## src/rtl/bist_signature_ctl.sv

```systemverilog
// -----------------------------------------------------------------------------
// bist_signature_ctl
//
// BIST sequencer and response compactor that sits right after the
// circuit-under-test. A run steps the pattern generator through NUM_PATTERNS
// patterns and folds each CUT response into a multiple-input signature register
// (MISR). When the run ends, the MISR is compared with the golden SIGNATURE.
// With bistmode low the block stays idle and the chip PIs drive the CUT.
//
// Parameters
//   PO_WIDTH       CUT primary-output width, which is also the MISR width
//   NUM_PATTERNS   number of cycles the pattern generator is advanced
//   CAPTURE_DELAY  CUT latency from pattern applied to response valid
//   MISR_POLY      feedback tap mask, XORed in when the MISR MSB is set
//   MISR_SEED      MISR value loaded at the start of every run
//   SIGNATURE      golden signature of the fault-free CUT
//
// Ports
//   clk          system clock; all state changes on the rising edge
//   rst          asynchronous reset, active low
//   bistmode     1 requests a BIST run, 0 selects system mode
//   cut_po       CUT primary outputs
//   tpg_load     one-cycle pulse that loads the pattern generator seed
//   tpg_en       pattern generator advance enable
//   bist_active  steers the CUT input mux to the pattern generator
//   signature    live MISR contents, for debug
//   bistdone     run complete; held until reset or bistmode falls
//   bistpass     signature matched; meaningful only while bistdone is high
// -----------------------------------------------------------------------------
module bist_signature_ctl #(
  parameter int                  PO_WIDTH      = 49,
  parameter int                  NUM_PATTERNS  = 2000,
  parameter int                  CAPTURE_DELAY = 2,
  parameter logic [PO_WIDTH-1:0] MISR_POLY     = 49'h1_0000_0000_0201,
  parameter logic [PO_WIDTH-1:0] MISR_SEED     = '0,
  parameter logic [PO_WIDTH-1:0] SIGNATURE     = '0
) (
  input  logic                clk,
  input  logic                rst,
  input  logic                bistmode,
  input  logic [PO_WIDTH-1:0] cut_po,
  output logic                tpg_load,
  output logic                tpg_en,
  output logic                bist_active,
  output logic [PO_WIDTH-1:0] signature,
  output logic                bistdone,
  output logic                bistpass
);

  // The counter is sized to reach NUM_PATTERNS+CAPTURE_DELAY, so it cannot
  // wrap during RUN. It increments on the final RUN cycle as well.
  localparam int CNT_W = $clog2(NUM_PATTERNS + CAPTURE_DELAY + 1);

  localparam logic [CNT_W-1:0] CNT_LAST = CNT_W'(NUM_PATTERNS + CAPTURE_DELAY - 1);
  localparam logic [CNT_W-1:0] CNT_NP   = CNT_W'(NUM_PATTERNS);
  localparam logic [CNT_W:0]   CAP_REF  = (CNT_W + 1)'(CAPTURE_DELAY);
  localparam logic [CNT_W:0]   CNT_ONE  = (CNT_W + 1)'(1);

  typedef enum logic [2:0] {
    S_IDLE,
    S_SEED,
    S_RUN,
    S_COMPARE,
    S_DONE
  } state_t;

  state_t              state;
  state_t              state_d;
  logic [CNT_W-1:0]    cnt;
  logic [PO_WIDTH-1:0] misr;
  logic                pass_q;
  logic                cap_window;
  logic                capture;

  // One MISR step: shift left, fold in the taps when the MSB drops out, then
  // XOR in the CUT response (all arithmetic is modulo 2).
  function automatic logic [PO_WIDTH-1:0] misr_step(
    input logic [PO_WIDTH-1:0] cur,
    input logic [PO_WIDTH-1:0] po
  );
    logic [PO_WIDTH-1:0] fb;
    fb = cur[PO_WIDTH-1] ? MISR_POLY : '0;
    return {cur[PO_WIDTH-2:0], 1'b0} ^ fb ^ po;
  endfunction

  // The test cnt >= CAPTURE_DELAY is written as cnt+1 > CAPTURE_DELAY in one
  // extra bit. This keeps the comparison meaningful when CAPTURE_DELAY is 0.
  assign cap_window = (({1'b0, cnt} + CNT_ONE) > CAP_REF);
  assign capture    = (state == S_RUN) && bistmode && cap_window;

  // State register
  always_ff @(posedge clk or negedge rst) begin
    if (!rst) begin
      state <= S_IDLE;
    end else begin
      state <= state_d;
    end
  end

  // Next-state decode. Losing bistmode in any active state returns to IDLE.
  always_comb begin
    state_d = state;
    case (state)
      S_IDLE:    if (bistmode) state_d = S_SEED;
      S_SEED:    state_d = bistmode ? S_RUN : S_IDLE;
      S_RUN: begin
        if (!bistmode)             state_d = S_IDLE;
        else if (cnt == CNT_LAST)  state_d = S_COMPARE;
      end
      S_COMPARE: state_d = bistmode ? S_DONE : S_IDLE;
      S_DONE:    if (!bistmode) state_d = S_IDLE;
      default:   state_d = S_IDLE;
    endcase
  end

  // Output decode. The outputs depend only on state, the counter and the
  // registered pass flag, never directly on cut_po.
  always_comb begin
    tpg_load    = 1'b0;
    tpg_en      = 1'b0;
    bist_active = 1'b0;
    bistdone    = 1'b0;
    case (state)
      S_SEED: begin
        tpg_load    = 1'b1;
        bist_active = 1'b1;
      end
      S_RUN: begin
        bist_active = 1'b1;
        tpg_en      = (cnt < CNT_NP);
      end
      S_COMPARE: bist_active = 1'b1;
      S_DONE:    bistdone    = 1'b1;
      default: ;
    endcase
  end

  assign bistpass  = pass_q;
  assign signature = misr;

  // Run counter, MISR and pass flag. The MISR holds its value outside RUN, so
  // it stays frozen in DONE and after an abort until SEED reloads it.
  always_ff @(posedge clk or negedge rst) begin
    if (!rst) begin
      cnt    <= '0;
      misr   <= MISR_SEED;
      pass_q <= 1'b0;
    end else begin
      if ((state == S_RUN) && bistmode) cnt <= cnt + CNT_W'(1);
      else                              cnt <= '0;

      if ((state == S_SEED) && bistmode) misr <= MISR_SEED;
      else if (capture)                  misr <= misr_step(misr, cut_po);

      if ((state == S_COMPARE) && bistmode)  pass_q <= (misr == SIGNATURE);
      else if (!((state == S_DONE) && bistmode)) pass_q <= 1'b0;
    end
  end

endmodule
```

## config.mk

```make
export PLATFORM = sky130hd
export DESIGN_NAME = bist_signature_ctl
export DESIGN_NICKNAME = d
export VERILOG_FILES = /design/src/rtl/bist_signature_ctl.sv
export SDC_FILE = /design/constraint.sdc
export NUM_CORES = 1
export LEC_CHECK = 0
export ABC_AREA = 1
export CAP_MARGIN = 10
export CORE_MARGIN = 5
export CORE_UTILIZATION = 48
export CTS_CLUSTER_DIAMETER = 80
export DETAILED_ROUTE_END_ITERATION = 16
export GPL_TIMING_DRIVEN = 0
export PLACE_DENSITY = 0.8
export SLEW_MARGIN = 25
export SYNTH_ARGS = -nofsm -noshare
export SYNTH_HDL_FRONTEND = slang
export SYNTH_SLANG_ARGS = --single-unit
```

## constraint.sdc

```tcl
create_clock -name clk -period 2 [get_ports clk]
set_input_delay 0.2 -clock clk [delete_from_list [all_inputs] [get_ports clk]]
set_output_delay 0.2 -clock clk [all_outputs]
set_load 0.01 [all_outputs]
```

==> results_dict.tcl <==
set metrics [dict create \
    outcome "finished clean" \
    critical_path_arrival_ns 2.09 \
    cts_max_level 3 \
    place_ws_ns -0.2319 \
    fin_util_pct 70.06 \
    routedWlPerCell_um 14.51 \
    grt_usage_pct 21.69 \
    io_pins 106 \
    grt_overflow 0 \
    fin_ws_ns 0.1366 \
    vias_per_cell 5.171 \
    final_layout_size_suffix_gt1_share_pct 9.468 \
    grt_antenna_before_repair 0 \
    synth-seq-cells 64 \
    synthTopCellsByArea "dfrtp_1, nand2_1, xnor2_1" \
    hold_path_class "in -> async" \
    p_clk_share_pct 14.4 \
    place_congestion 0.8615 \
    synth_edf_count 0 \
    synthArstFlopShare_pct 100.0 \
    finish.instance_area_um2 5109 \
    yosysWarningCount 0 \
    crit_path_start_kind "flip-flop" \
    p_sw_share_pct 40.88 \
    synth_fp_nets 531 \
    synth_area_um2 3623 \
    place_area_um2 4823 \
    synth_top_cell_area_share_pct 44.20 \
    core_area_um2 7292 \
    synthCells 476 \
    insertedDiodeCount 0 \
    whs_ns 0.2802 \
    die_w_um 96.89 \
    insertion_delay_ns 0.34 \
    cts.path.max_buffers 2 \
    fp.dieH_um 96.89 \
    cp_top_family "buffers and inverters" \
    finalClockSkew_ns 0.004145 \
    crit_required_ns 2.23 \
    fmax_ghz 0.5367 \
    dieArea_um2 9387 \
    cpPeakStageDelay_ns 0.42 \
    grt_max_degree 47 \
    cap_violations 0 \
    drtAntennaViolNets 0 \
    seq_power_share_pct 35.0 \
    setup_viol 0 \
    grt_pass1_vias 3566 \
    vias 3625 \
    crit_path_frequent_cell "inv_1" \
    ys_types 25 \
    critPathKind "reg -> reg" \
    yosysSeqAreaShare_pct 44.20 \
    p_sw_mw 2.789 \
    period_share_pct 93.17 \
    drt-pass1-iter-count 4 \
    worstMarginPinSlew_ns 0.5663 \
    r2r_slack_ns 0.14 \
    syn2layout_area_growth_pct 40.99 \
    cts.sinks 64 \
    cp_cell_sequence "inv_1 > nand4_1 > inv_1 > buf_2 > clkbuf_4 > nor2_1 > nand3_1 > nand2_1" \
    numCtsBuffers 9 \
    initial_utilization_pct 49.69 \
    path_buf_inv 4 \
    clk_pin_slew_ns 0.07 \
    drcViolationCount 0 \
    nets 653 \
    yosysMostFrequentCell "nand2_1" \
    post-dp-hpwl_mm 7.333 \
    synthFlopType "dfrtp_1" \
    power_leakage_nw 2.325 \
    crit_slowest_cell "dfrtp_1" \
    cp-end-kind "flip-flop" \
    relSlewSlack_pct 62.25 \
    period_needed_ns 1.863 \
    p_per_area_nw_per_um2 1336 \
    postSynthAreaPerCell_um2 7.612 \
    synthTopCellsByCount "nand2_1, nor2_1, dfrtp_1, nand3_1, xnor2_1" \
    power_mw 6.824 \
    maxSlewViolCount 0 \
    synth_largest_area_cell "dfrtp_1" \
    grt_pass1_wl_mm 16.91 \
    cts-root-buf "clkbuf_8" \
    routed_wl_mm 10.17 \
    p_int_mw 4.035 \
    io_buffers 105 \
    ir_drop_uv 804.0 \
    critPathMaxFanout 10 \
    drtIter0Drc 255 \
    combinationalPowerShare_pct 50.6 \
    hold_viol 0 \
    cts_tree "yes" \
    num_rows 31 \
]
power by group through the flow:
stage	Sequential [mW]	Combinational [mW]	Clock, mW
2_1_floorplan	2.46	1.72	0
3_3_place_gp	2.37	3.31	0
3_5_place_dp	2.38	3.39	0
4_1_cts	2.37	3.43	0.992
5_1_grt	2.48	3.82	1.07
6_report	2.39	3.46	0.980
layout make-up:
type	count	area [um^2]
multi-input cells	372	1896
repair buffers	114	1141
clock buffers	15	166.4
inverters	19	71.32
flip-flops and latches	64	1604
plain buffers	18	106.4
fillers	610	2183
well taps	99	123.9
path summary, 6_finish.rpt:
check | cells past startpoint | endpoint | from
max | 8 | signature[32] | state[2]
min | 2 | signature[39] | rst
max reg2reg | 8 | signature[32] | state[2]
min reg2reg | 1 | cnt[0] | cnt[0]
max in group asynchronous | 3 | cnt[0] | rst
min in group clk | 1 | cnt[0] | cnt[0]
flip-flops by register name (all words and copies together), names as in the netlist:
signal	count
bistpass	1
state	3
signature	49
cnt	11
repair_timing:
action | 4_1_cts | 5_1_grt
hold endpoints to repair | 18 | 0
pin swaps | 0 | 2
gates resized for setup | 3 | 37
endpoints found under the setup margin | 41 | 51
setup buffers | 1 | 6
hold buffers | 1 | 0
through the flow:
step	TNS, ns	instances
after global placement	-88.58	680
final	0	701
after detailed placement	-5.380	681
after CTS	-0.01130	698
after global routing	-0.1493	701
after floorplan	0	476
cell usage in the layout (no fill, tap or decap), types with 5 or more instances in the layout:
| master | synthesis | layout |
|---|---|---|
| nand2_1 | 140 | 139 |
| clkdlybuf4s50_1 | 0 | 103 |
| nor2_1 | 77 | 75 |
| dfrtp_1 | 64 | 62 |
| nand3_1 | 58 | 57 |
| xnor2_1 | 48 | 48 |
| inv_1 | 17 | 15 |
| clkbuf_8 | 0 | 11 |
| buf_4 | 0 | 10 |
| nor4_1 | 10 | 10 |
| a21oi_1 | 8 | 8 |
| clkbuf_1 | 11 | 7 |
| clkbuf_2 | 0 | 7 |
| nand4_1 | 5 | 5 |
layer usage:
metal	vias up	share of wire, %	track usage [%]
met5	-	0	0
met2	133	49	35.40
met1	1717	42	27.59
met4	0	1.7	7.667
met3	15	7.0	5.971
li1	1760	-	-
logic make-up (layout without fill, tap and decap cells):
| family | after synthesis | in the layout | synth area share, % |
|---|---|---|---|
| DFF | 64 | 64 | 44.20 |
| buffers and inverters | 40 | 166 | 5.007 |
| and+or+nand+nor | 309 | 309 | 36.43 |
| adders and majority gates | 3 | 3 | 1.036 |
| AOI/OAI and AO/OA | 12 | 12 | 1.727 |
| xor gates and xnor gates | 48 | 48 | 11.60 |
Note: power is estimated with default switching activity, not from simulation.
